### src/rtl/uart_pkg.sv
// Shared UART definitions: frame constants, default bit timing
// and the receiver state encoding.
package uart_pkg;

    localparam int DEFAULT_CLKS_PER_BIT = 5208;
    localparam int DATA_BITS            = 8;
    localparam logic STOP_LEVEL         = 1'b1;

    localparam int CNT_W = 13;
    localparam int IDX_W = 3;

    typedef enum logic [2:0] {
        IDLE      = 3'd0,
        START     = 3'd1,
        DATA      = 3'd2,
        STOP      = 3'd3,
        WAIT_HIGH = 3'd4
    } rx_state_e;

endpackage

### src/rtl/uart_rx_if.sv
// Receiver output bundle: byte, valid/error pulses, busy and
// sample-point debug tick. master = receiver, slave = consumer.
interface uart_rx_if;

    logic [7:0] rx_data;
    logic       rx_valid;
    logic       frame_err;
    logic       busy;
    logic       o_sample_tick;

    modport master (
        output rx_data,
        output rx_valid,
        output frame_err,
        output busy,
        output o_sample_tick
    );

    modport slave (
        input rx_data,
        input rx_valid,
        input frame_err,
        input busy,
        input o_sample_tick
    );

endinterface

### src/rtl/uart_rx_sync_2ff.sv
// Two-flop synchronizer for an asynchronous input.
// Ports: clk, rst_n, d_i (async in), q_o (synchronized out).
module sync_2ff #(
    parameter logic RST_VAL = 1'b1
) (
    input  logic clk,
    input  logic rst_n,
    input  logic d_i,
    output logic q_o
);

    logic meta_q;
    logic sync_q;

    always_ff @(posedge clk or negedge rst_n) begin
        if (!rst_n) begin
            meta_q <= RST_VAL;
            sync_q <= RST_VAL;
        end else begin
            meta_q <= d_i;
            sync_q <= meta_q;
        end
    end

    assign q_o = sync_q;

endmodule

### src/rtl/uart_rx.sv
// 8N1 UART receiver, LSB first, mid-bit sampling, framing check.
// Ports: clk, rst_n, rx_serial (async line), rx_if (output bundle).
module uart_rx
    import uart_pkg::*;
#(
    parameter int CLKS_PER_BIT = DEFAULT_CLKS_PER_BIT
) (
    input  logic      clk,
    input  logic      rst_n,
    input  logic      rx_serial,
    uart_rx_if.master rx_if
);

    localparam int HALF_BIT = (CLKS_PER_BIT - 1) / 2;
    localparam logic [CNT_W-1:0] HALF_CNT = CNT_W'(HALF_BIT);
    localparam logic [CNT_W-1:0] FULL_CNT = CNT_W'(CLKS_PER_BIT - 1);
    localparam logic [IDX_W-1:0] LAST_IDX = IDX_W'(DATA_BITS - 1);

    logic rx_sync;

    rx_state_e             state_q;
    logic [CNT_W-1:0]      clk_count_q;
    logic [IDX_W-1:0]      bit_index_q;
    logic [DATA_BITS-1:0]  shift_q;
    logic [DATA_BITS-1:0]  rx_data_q;
    logic                  rx_valid_q;
    logic                  frame_err_q;
    logic                  busy_q;
    logic                  tick_q;

    sync_2ff #(
        .RST_VAL (1'b1)
    ) u_sync (
        .clk   (clk),
        .rst_n (rst_n),
        .d_i   (rx_serial),
        .q_o   (rx_sync)
    );

    always_ff @(posedge clk or negedge rst_n) begin
        if (!rst_n) begin
            state_q     <= IDLE;
            clk_count_q <= '0;
            bit_index_q <= '0;
            shift_q     <= '0;
            rx_data_q   <= '0;
            rx_valid_q  <= 1'b0;
            frame_err_q <= 1'b0;
            busy_q      <= 1'b0;
            tick_q      <= 1'b0;
        end else begin
            rx_valid_q  <= 1'b0;
            frame_err_q <= 1'b0;
            tick_q      <= 1'b0;
            case (state_q)
                IDLE: begin
                    busy_q      <= 1'b0;
                    clk_count_q <= '0;
                    bit_index_q <= '0;
                    if (!rx_sync) begin
                        state_q <= START;
                        busy_q  <= 1'b1;
                    end
                end
                START: begin
                    if (clk_count_q < HALF_CNT) begin
                        clk_count_q <= clk_count_q + 1'b1;
                    end else begin
                        tick_q      <= 1'b1;
                        clk_count_q <= '0;
                        if (!rx_sync) begin
                            state_q <= DATA;
                        end else begin
                            // Line back high at mid-start: glitch.
                            state_q <= IDLE;
                            busy_q  <= 1'b0;
                        end
                    end
                end
                DATA: begin
                    if (clk_count_q < FULL_CNT) begin
                        clk_count_q <= clk_count_q + 1'b1;
                    end else begin
                        tick_q               <= 1'b1;
                        clk_count_q          <= '0;
                        shift_q[bit_index_q] <= rx_sync;
                        if (bit_index_q == LAST_IDX) begin
                            state_q     <= STOP;
                            bit_index_q <= '0;
                        end else begin
                            bit_index_q <= bit_index_q + 1'b1;
                        end
                    end
                end
                STOP: begin
                    if (clk_count_q < FULL_CNT) begin
                        clk_count_q <= clk_count_q + 1'b1;
                    end else begin
                        tick_q      <= 1'b1;
                        clk_count_q <= '0;
                        if (rx_sync == STOP_LEVEL) begin
                            rx_data_q  <= shift_q;
                            rx_valid_q <= 1'b1;
                            busy_q     <= 1'b0;
                            state_q    <= IDLE;
                        end else begin
                            frame_err_q <= 1'b1;
                            state_q     <= WAIT_HIGH;
                        end
                    end
                end
                WAIT_HIGH: begin
                    // Hold off a break so it cannot retrigger START.
                    if (rx_sync) begin
                        state_q <= IDLE;
                        busy_q  <= 1'b0;
                    end
                end
                default: begin
                    state_q     <= IDLE;
                    busy_q      <= 1'b0;
                    clk_count_q <= '0;
                    bit_index_q <= '0;
                end
            endcase
        end
    end

    assign rx_if.rx_data       = rx_data_q;
    assign rx_if.rx_valid      = rx_valid_q;
    assign rx_if.frame_err     = frame_err_q;
    assign rx_if.busy          = busy_q;
    assign rx_if.o_sample_tick = tick_q;

endmodule

### src/flat_wrapper.sv
// flat-port wrapper written by rule: the top's interface ports become plain ports
module uart_rx_flat import uart_pkg::*;
#(
    parameter int CLKS_PER_BIT = DEFAULT_CLKS_PER_BIT
)
  (clk, rst_n, rx_serial, rx_if_rx_data, rx_if_rx_valid, rx_if_frame_err, rx_if_busy, rx_if_o_sample_tick);
  uart_rx_if rx_if_i ();
  input  logic clk;
  input  logic rst_n;
  input  logic rx_serial;
  output wire logic [$bits(rx_if_i.rx_data)-1:0] rx_if_rx_data;
  output wire logic [$bits(rx_if_i.rx_valid)-1:0] rx_if_rx_valid;
  output wire logic [$bits(rx_if_i.frame_err)-1:0] rx_if_frame_err;
  output wire logic [$bits(rx_if_i.busy)-1:0] rx_if_busy;
  output wire logic [$bits(rx_if_i.o_sample_tick)-1:0] rx_if_o_sample_tick;
  assign rx_if_rx_data = rx_if_i.rx_data;
  assign rx_if_rx_valid = rx_if_i.rx_valid;
  assign rx_if_frame_err = rx_if_i.frame_err;
  assign rx_if_busy = rx_if_i.busy;
  assign rx_if_o_sample_tick = rx_if_i.o_sample_tick;
  uart_rx #(.CLKS_PER_BIT(CLKS_PER_BIT)) u_core (.clk(clk), .rst_n(rst_n), .rx_serial(rx_serial), .rx_if(rx_if_i));
endmodule
### config.mk
export PLATFORM = sky130hd
export DESIGN_NAME = uart_rx_flat
export DESIGN_NICKNAME = d
export VERILOG_FILES = /design/src/rtl/uart_pkg.sv /design/src/rtl/uart_rx_if.sv /design/src/rtl/uart_rx_sync_2ff.sv /design/src/rtl/uart_rx.sv /design/src/flat_wrapper.sv
export SDC_FILE = /design/constraint.sdc
export NUM_CORES = 1
export LEC_CHECK = 0
export BUFFER_PORTS_ARGS = -buffer_cell sky130_fd_sc_hd__buf_4
export CORE_AREA = 2 2 65 67
export CTS_BUF_LIST = sky130_fd_sc_hd__clkbuf_16
export DETAILED_ROUTE_END_ITERATION = 8
export DIE_AREA = 0 0 67 69
export PLACE_DENSITY = 0.74
export SYNTH_ARGS = -nofsm -noshare
export SYNTH_HDL_FRONTEND = slang
export SYNTH_SLANG_ARGS = --single-unit
### constraint.sdc
create_clock -name clk -period 1.7 [get_ports clk]
set_clock_uncertainty 0.05 [all_clocks]
set_input_delay 0.255 -clock clk [delete_from_list [all_inputs] [get_ports clk]]
set_output_delay 0.255 -clock clk [all_outputs]
set_load 0.02 [all_outputs]
* Word level (Yosys, flattened, before mapping)
Index checks and enable logic that the tools add are counted.
** Cells by class
- Add/sub/neg operators :: 2
- $lt $le $gt $ge :: 4
- Eq/ne operators :: 11
- Mux-type cells :: 31
- Bitwise logic cells :: 3
- Reduce and logical (&&, ||, !) cells :: 9
** Operator list (count)
- one-hot mux 13 bit (3 select lines) :: 1
- 2-to-1 mux 3 bit :: 9
- 2-to-1 mux 13 bit :: 2
- one-hot mux 3 bit (5 select lines) :: 1
- adder 13 x 1 -> 13 bit, second input constant :: 1
- < comparator 13 x 12 -> 1 bit, second input constant :: 1
- < comparator 13 bit, second input constant :: 1
- 2-to-1 mux 1 bit :: 12
- inequality test 2 bit, second input constant :: 5
- bitwise mux 8 bit :: 1
- == test 3 x 2 -> 1 bit, second input constant :: 2
- == test 3 bit, second input constant :: 2
- one-hot mux 3 bit (2 select lines) :: 1
- AND reduction 3 bit :: 2
- AND reduction 6 bit :: 1
- one-hot mux 1 bit (5 select lines) :: 1
- < comparator 3 x 4 -> 1 bit, second input constant :: 1
- AND reduction 2 bit :: 2
- adder 3 x 1 -> 3 bit, second input constant :: 1
- demux 1 bit (select 3 bit) :: 1
- == test 3 x 1 -> 1 bit, second input constant :: 1
- greater-or-equal comparator 3 x 1 -> 1 bit, second input constant :: 1
- zero test 3 bit :: 1
- inverter 1 bit :: 3
- other kinds (6) :: 6
** Word-level totals
- Register bits :: 41
- Bits of input ports :: 3
- Word-level logic and storage cells :: 71

* Logic depth before layout (Yosys ltp)
Gate-level depths: netlist (run 1).
- Word-level depth :: 5
- Gate-level depth with buffers :: 8
- Gate-level depth less buffers :: 6

* Modules after synthesis
Synthesis (run 1) repeated with hierarchy kept, for this count alone.
** Unflattened totals
- Cells, all modules :: 259
- Area, all modules :: 2419.8 um^2
** By module, submodules not included
- uart_rx :: times used 1, cells an instance 257, area each 2367.3 um^2, seq. area each 975.9 um^2
- sync_2ff :: times used 1, cells an instance 2, area each 52.6 um^2, seq. area each 52.6 um^2

* Least setup slack after synthesis (run 1)
OpenSTA, ideal clock, no wires.
- Kind :: register -> register
- Start point :: register u_core.clk_count_q[8]
- End point :: register u_core.clk_count_q[5]
- Library setup time :: 0.082 ns
- Arrival :: 1.746 ns
- Required time :: 1.568 ns
- Path slack :: -0.178 ns
- Cell stages (with the launch flop) :: 6
- Buffers on the path :: 0
- Clock period less this slack :: 1.878 ns
- Cells stage by stage :: dfrtp_1 > or4_4 > o32ai_4 > a22oi_2 > or2_0 > a31oi_1
** On the way
- Longest elaborated chain between the ends :: 3
** RTL lines
- start: declaration :: line uart_rx.sv:22 : logic [CNT_W-1:0] clk_count_q;
- start signal: assignment :: line uart_rx.sv:67 : clk_count_q <= clk_count_q + 1'b1;
- start signal: assignment :: line uart_rx.sv:82 : clk_count_q <= clk_count_q + 1'b1;
- start signal: assignment :: line uart_rx.sv:97 : clk_count_q <= clk_count_q + 1'b1;
- < comparator 13 bit or < comparator 13 x 12 -> 1 bit (tied branches) :: line uart_rx.sv:81, uart_rx.sv:96, uart_rx.sv:66
- 2-to-1 mux 13 bit (on tied branches) :: line uart_rx.sv:81, uart_rx.sv:96, uart_rx.sv:66
- one-hot mux 13 bit (3 select lines) (*) :: line uart_rx.sv:55 : case (state_q)
Every way passes the cells marked *; elsewhere a longest branch is shown, timed or not.
A chain may end at the register's enable or synchronous reset.

* Worst setup path in the final report (run 1)
- Start point :: register u_core.clk_count_q[8]
- End point :: register u_core.state_q[1]
** On the way
- Longest elaborated chain between the ends :: 3
** RTL lines
- < comparator 13 bit or < comparator 13 x 12 -> 1 bit (tied branches) :: line uart_rx.sv:81, uart_rx.sv:96, uart_rx.sv:66
- inequality test 2 bit (no source line)
- AND reduction 6 bit (no source line) (*)
- end signal: assignment :: line uart_rx.sv:88 : state_q <= STOP;
- end signal: assignment :: line uart_rx.sv:105 : state_q <= IDLE;
- end signal: assignment :: line uart_rx.sv:108 : state_q <= WAIT_HIGH;
- end: declaration :: line uart_rx.sv:21 : rx_state_e state_q;
Marked as above.

==> results.ini, run 1 <==
[status]
run_status = finished with violations
violations = setup timing

[floorplan]
die_area_um2 = 4620
die_w_um = 67
chipHeight_um = 69
start_util = 0.520
ioPinCount = 15
num_rows = 23
core_um2 = 3910

[timing]
slew_viol_final = 0
max_slew_margin = 0.649
setup_viol = 38
tns_ns = -6.14
max_freq_ghz = 0.499
layout_setup_ws_ns = -0.306
fin_crit_sh = 1.18
finalHoldViolCount = 0
rsz0062_at_grt = yes
period_minus_slack_ns = 2.01
worstMarginPinSlew_ns = 0.526

[route]
num_vias = 1836
final_antenna_net_count = 0
wl_um = 5960
first_pass_iters = 4
drc = 0
viasPerCell = 6.00
drtIter0Drc = 110
drt-wirelength-per-cell_um = 19.5

[global_route]
grt_overflow = 0
grt_pass1_vias = 1907
grt_max_degree = 42
antenna_found_initial = 0
grt_usage = 0.251
grt_first_pass_wirelength_um = 8810

[logic_synthesis]
synth-edff-count = 0
ys_warn_count = 0
synth_top_area_cell = dfrtp_1
synth_fp_nets = 197
synth_cell_types = 44
avgSynthCellArea_um2 = 10.6
yosysSeqAreaShare = 0.506
netlist_instances = 191
synthFlopType = dfrtp_1
synth.most_common_cell = dfrtp_1
synth.area.top_cells = dfrtp_1, mux2_2, a21oi_1
synth_top_area_share = 0.480
syn_area_um2 = 2030
async_flop_share = 1.00
synth_top_cells_by_count = dfrtp_1, nor2_1, mux2_2
synth_seq_cells = 41

[clocking]
cts_max_level = 2
clk_pin_slew_worst_paths_ns = 0.06
clock_latency_ns = 0.29
cts_buffers = 5
clockBufferDepth = 2
clock-sinks = 41
cts_tree = done
root_buffer = clkbuf_16

[flow_run]
maxCapViolations = 0

[final_layout]
fillerInstances = 233
final_core_utilization = 0.783
fin_nets = 261
drive_gt1_frac = 0.512
final_area_um2 = 3060
diodes = 0
area.growth.synth_to_final_pct = 50.7
fin_cells = 306

[critical_path]
start_kind = flip-flop
slowest_delay_ns = 0.53
reg2reg_from = u_core.clk_count_q[8]
r2r_slack_ns = -0.31
startpoint = u_core.clk_count_q[8]
crit_type = flip-flop to flip-flop
required_ns = 1.81
crit_family = simple AND/OR/NAND/NOR gates
cp_slowest_cell = or4_4
r2r-end = u_core.state_q[1]
cp_num_buf_inv = 2
path_max_fanout = 3
setup.worst_path.end_class = flip-flop
crit_end = u_core.state_q[1]
crit_chain = or4_4, o32ai_4, buf_4, buf_6, nor3_2, a21oi_1, nor2_1
crit_cells = 7
reg2reg_depth = 7
cp.arrival_ns = 2.12

[placed_design]
hpwl_um = 3140
placed_area_um2 = 2420
finalWeightedCongestion = 0.925
io_buffers = 14
dp.cells = 278

[pwr]
ir_drop_v = 0.000807
p_leak_nw = 1.45
power_density_nw_per_um2 = 689

[min_path]
hp-class = primary input to flip-flop

==> flip-flops by register name, indices dropped and copies added (netlist names) <==
signal / flops
u_core.u_sync.q_o: 1
u_core.rx_if.rx_valid: 1
u_core.rx_if.o_sample_tick: 1
u_core.rx_if.rx_data: 8
u_core.rx_if.busy: 1
u_core.shift_q: 8
u_core.bit_index_q: 3
u_core.state_q: 3
u_core.rx_if.frame_err: 1
u_core.u_sync.meta_q: 1
u_core.clk_count_q: 13
==> routing by layer <==
metal | routed length [um] | GRT usage
met5 | 0 | 0
met4 | 213 | 0.111
met3 | 163 | 0.0522
met2 | 3130 | 0.420
met1 | 2450 | 0.304
==> layout make-up <==
class,instances,area (um2),area share
repair buffers,64,556,0.181
multi-input cells,139,1230,0.402
well taps,50,62.6,0.0204
clock inverters,3,46.3,0.0151
flip-flops and latches,41,1030,0.336
clock buffers,5,125,0.0408
inverters,4,15.0,0.00490
==> what timing repair did <==
item / 4_1_cts / 5_1_grt
endpoints found under the hold margin: 39 / 0
endpoints found under the setup margin: 35 / 38
resized for setup: 43 / 33
pin swaps: 19 / 16
cloned: 1 / 0
hold buffers: 1 / 0
setup buffers: 13 / 6
==> worst reg2reg max path: stages, from the launching register on <==
cell	delay, ns
dfrtp_1	0.40
or4_4	0.53
o32ai_4	0.29
buf_4	0.17
buf_6	0.10
nor3_2	0.05
a21oi_1	0.19
nor2_1	0.10
==> cells in the final DEF, fill, tap and decap left out, types with 5 or more instances in the layout <==
master / instances
a21oi_2: 5
mux2_4: 15
nor2_1: 13
buf_6: 16
a21oi_1: 10
buf_4: 46
clkbuf_16: 5
nand3_1: 6
nand2_1: 7
dfrtp_1: 39
==> cell families (layout without fill, tap and decap cells) <==
group,after synthesis,count (layout),synth area share
and+or+nand+nor,67,68,0.174
AOI/OAI and AO/OA,47,47,0.164
DFF,41,41,0.506
muxes,17,17,0.0942
buffers and inverters,12,76,0.0258
xor gates and xnor gates,4,4,0.0172
adders and majority gates,3,3,0.0185
==> power breakdown <==
part,internal [mW],switching [mW]
registers,0.980,0.00741
clock network,0.695,0.404
logic,0.00554,0.0199
==> per-stage QoR <==
stage / worst slack, ns / total power [mW] / hold slack, ns
2_1_floorplan: -0.178 / 1.00 / -0.0906
3_3_place_gp: -0.203 / 1.03 / 0.203
3_5_place_dp: -0.252 / 1.03 / 0.215
4_1_cts: -0.228 / 2.10 / 0.0290
5_1_grt: -0.347 / 2.16 / 0.0247
6_report: -0.306 / 2.11 / 0.0283
==> worst min-delay path by stage <==
stage          startpoint                     to  slack (ns)  cells past startpoint
4_1_cts         rx_serial   u_core.u_sync.meta_q        0.03                      1
6_report        rx_serial   u_core.u_sync.meta_q        0.03                      1
3_5_place_dp        rst_n  u_core.clk_count_q[5]        0.21                      1
2_1_floorplan       rst_n  u_core.bit_index_q[0]       -0.09                      0
3_3_place_gp        rst_n  u_core.clk_count_q[8]        0.20                      1
5_1_grt         rx_serial   u_core.u_sync.meta_q        0.02                      1
(Power assumes the default switching activity.)
==> inputs of run 2 (changes only) <==
Settings changed: CELL_PAD_IN_SITES_DETAIL_PLACEMENT from default to 1, CELL_PAD_IN_SITES_GLOBAL_PLACEMENT from default to 1, CORE_AREA 2 2 65 67 to 2 2 73 75, DIE_AREA 0 0 67 69 to 0 0 75 77, PLACE_DENSITY 0.74 to 0.73, SETUP_SLACK_MARGIN from default to 0.05.
==> run 2 against run 1 <==
  * The flow still finishes with violations (setup timing)
  * Register-to-register slack worse by 0.02 ns
  * Fmax shrank 1.1%
  * Cell count is 6.2% higher
  * Sequential share of layout area decreased by 0.60 points
  * Setup slack got worse by 0.023 ns
  * First-iteration DRC count is 31% higher
  * Global-route usage up 1.5 points
  * Clock power down 12%
  * Sequential power about the same
  * Largest power group is now sequential cells
==> results.ini, run 2 (synthesis results as in run 1) <==
[status]
run_status = finished with violations
violations = setup timing

[pwr]
seq_power_share = 0.496  ; +0.028
comb_power_share = 0.015  ; +0.003
power_density_nw_per_um2 = 636  ; -7.7%
clkPwrFrac = 0.489  ; -0.031
p_leak_nw = 1.45  ; about the same
power.internal_mw = 1.53  ; -8.7%
power_switching_mw = 0.455  ; +5.6%
swShare = 0.229  ; +0.0247
total_power_mw = 1.99  ; -5.8%
ir_drop_v = 0.000400  ; -50%

[route]
drc = 0  ; unchanged
final_antenna_net_count = 0  ; unchanged
num_vias = 1851  ; +0.82%
viasPerCell = 5.70  ; -5.1%
drtIter0Drc = 144  ; +31%
first_pass_iters = 4  ; unchanged
drt-wirelength-per-cell_um = 22.6  ; +16%
wl_um = 7350  ; +23%

[floorplan]
core_um2 = 4980  ; +27%
ioPinCount = 15  ; unchanged
start_util = 0.408  ; -0.111
die_area_um2 = 5780  ; +25%
chipHeight_um = 77  ; +12%
die_w_um = 75  ; +12%
num_rows = 26  ; +13%

[flow_run]
maxCapViolations = 0  ; unchanged

[timing]
layout_setup_ws_ns = -0.329  ; -0.0231 ns
period_minus_slack_ns = 2.03  ; +0.0231 ns
rsz0062_at_grt = yes
finalHoldViolCount = 0  ; unchanged
slew_viol_final = 0  ; unchanged
max_freq_ghz = 0.493  ; -1.1%
worstMarginPinSlew_ns = 0.528  ; +0.00171 ns
setup_viol = 39  ; +2.6%
fin_crit_sh = 1.19  ; +0.0136
tns_ns = -9.41  ; -3.28 ns
max_slew_margin = 0.648  ; -0.00114

[critical_path]
slowest_delay_ns = 0.41  ; -0.12 ns
required_ns = 1.83  ; +0.02 ns
setup.worst_path.end_class = flip-flop
reg2reg_from = u_core.clk_count_q[11]
r2r_slack_ns = -0.33  ; -0.02 ns
crit_chain = nor2_2, nand4_1, buf_4, o21ai_4, buf_6, nand2b_4, buf_6, nor2_4, mux2_4
startpoint = u_core.clk_count_q[11]
crit_end = u_core.shift_q[4]
path_max_fanout = 4  ; +1
cp_slowest_cell = dfrtp_1
cpMostUsedCell = buf_6
crit_type = flip-flop to flip-flop
start_kind = flip-flop
reg2reg_depth = 9  ; +2
cp.arrival_ns = 2.16  ; +0.04 ns
r2r-end = u_core.shift_q[4]

[final_layout]
top_register = u_core.clk_count_q
final_area_um2 = 3130  ; +2.1%
fin_cells = 325  ; +6.2%
final_common_cell = buf_4
layout_common_cells = buf_4, dfrtp_1, mux2_4, buf_6, nor2_1
drive_gt1_frac = 0.537  ; +0.0255
diodes = 0  ; unchanged
fin_nets = 260  ; -0.38%
largest_reg_flops = 13  ; unchanged
area.growth.synth_to_final_pct = 53.8

[clocking]
clock_latency_ns = 0.30  ; about the same
clock-sinks = 41  ; unchanged
cts_buffers = 5  ; unchanged
cts_max_level = 2  ; unchanged
clk_pin_slew_worst_paths_ns = 0.07  ; about the same
clockBufferDepth = 2  ; unchanged
root_buffer = clkbuf_16
cts_tree = done

[global_route]
grt_overflow = 0  ; unchanged
grt_pass1_vias = 2064  ; +8.2%
grt_max_degree = 42  ; unchanged
antenna_found_initial = 0  ; unchanged
grt_usage = 0.266  ; +0.0148
grt_first_pass_wirelength_um = 11200  ; +27%

[placed_design]
finalWeightedCongestion = 0.837  ; -9.6%
dp.cells = 300  ; +7.9%
io_buffers = 14  ; unchanged
placed_area_um2 = 2470  ; +2.2%
hpwl_um = 3740  ; +19%

[min_path]
hp-class = primary input to flip-flop

==> run 2: cell count changes in the layout (fill, tap and decap cells not counted), moves of 3 or more <==
cell	before	now
nor2_4	2	6
o21ai_2	4	1
a21oi_1	10	5
a21oi_2	5	10
==> run 2: repair_timing <==
| item | CTS | global route |
|---|---|---|
| hold buffers | 1 | 0 |
| endpoints found under the hold margin | 39 | 0 |
| gates resized for setup | 64 | 26 |
| cloned | 2 | 0 |
| endpoints found under the setup margin | 36 | 39 |
| setup buffers | 11 | 4 |
| pin swaps | 16 | 19 |
==> run 2: through the flow <==
| step | util | hold slack, ns | worst slack, ns |
|---|---|---|---|
| final | 0.628 | 0.0101 | -0.329 |
| after global routing | 0.628 | 0.0142 | -0.369 |
| after CTS | 0.603 | 0.0182 | -0.264 |
| after floorplan | - | -0.0906 | -0.177 |
| after global placement | 0.496 | 0.211 | -0.238 |
| after detailed placement | 0.496 | 0.223 | -0.305 |
==> run 2: area by class of cell <==
class	instances	area [um2]
Clock buffer	5	125
Clock inverter	3	22.5
Fill cell	510	1850
Inverter	4	15.0
Multi-Input combinational cell	140	1310
Sequential cell	41	1030
Tap cell	70	87.6
Timing Repair Buffer	62	537
==> run 2: critical path, delay by kind of cell, from the launching register on <==
kind | cells | cell delay [ns]
AOI/OAI and AO/OA | 1 | 0.18
buffers and inverters | 3 | 0.48
and+or+nand+nor | 4 | 0.48
muxes | 1 | 0.31
DFF | 1 | 0.41
==> run 2: worst min path at each step <==
stage | startpoint | endpoint | slack, ns | cells after the start
2_1_floorplan | rst_n | u_core.bit_index_q[0] | -0.09 | 0
3_3_place_gp | rst_n | u_core.rx_if.o_sample_tick | 0.21 | 1
3_5_place_dp | rst_n | u_core.rx_if.busy | 0.22 | 1
4_1_cts | rx_serial | u_core.u_sync.meta_q | 0.02 | 1
5_1_grt | rx_serial | u_core.u_sync.meta_q | 0.01 | 1
6_report | rx_serial | u_core.u_sync.meta_q | 0.01 | 1
==> run 2: layer usage <==
layer	up-vias	GRT usage	wire length, um
li1	825	-	-
met1	961	0.309	2800
met2	46	0.481	4170
met3	19	0.0434	237
met4	0	0.0839	154
met5	-	0	0
==> run 2: power by group through the flow <==
| stage | Clock [mW] | Sequential [mW] | Combinational (mW) |
|---|---|---|---|
| 5_1_grt | 1.03 | 0.986 | 0.0339 |
| 2_1_floorplan | 0 | 1.00 | 0.00389 |
| 3_3_place_gp | 0 | 1.00 | 0.0279 |
| 4_1_cts | 0.959 | 0.986 | 0.0317 |
| 3_5_place_dp | 0 | 1.00 | 0.0290 |
| 6_report | 0.973 | 0.986 | 0.0299 |
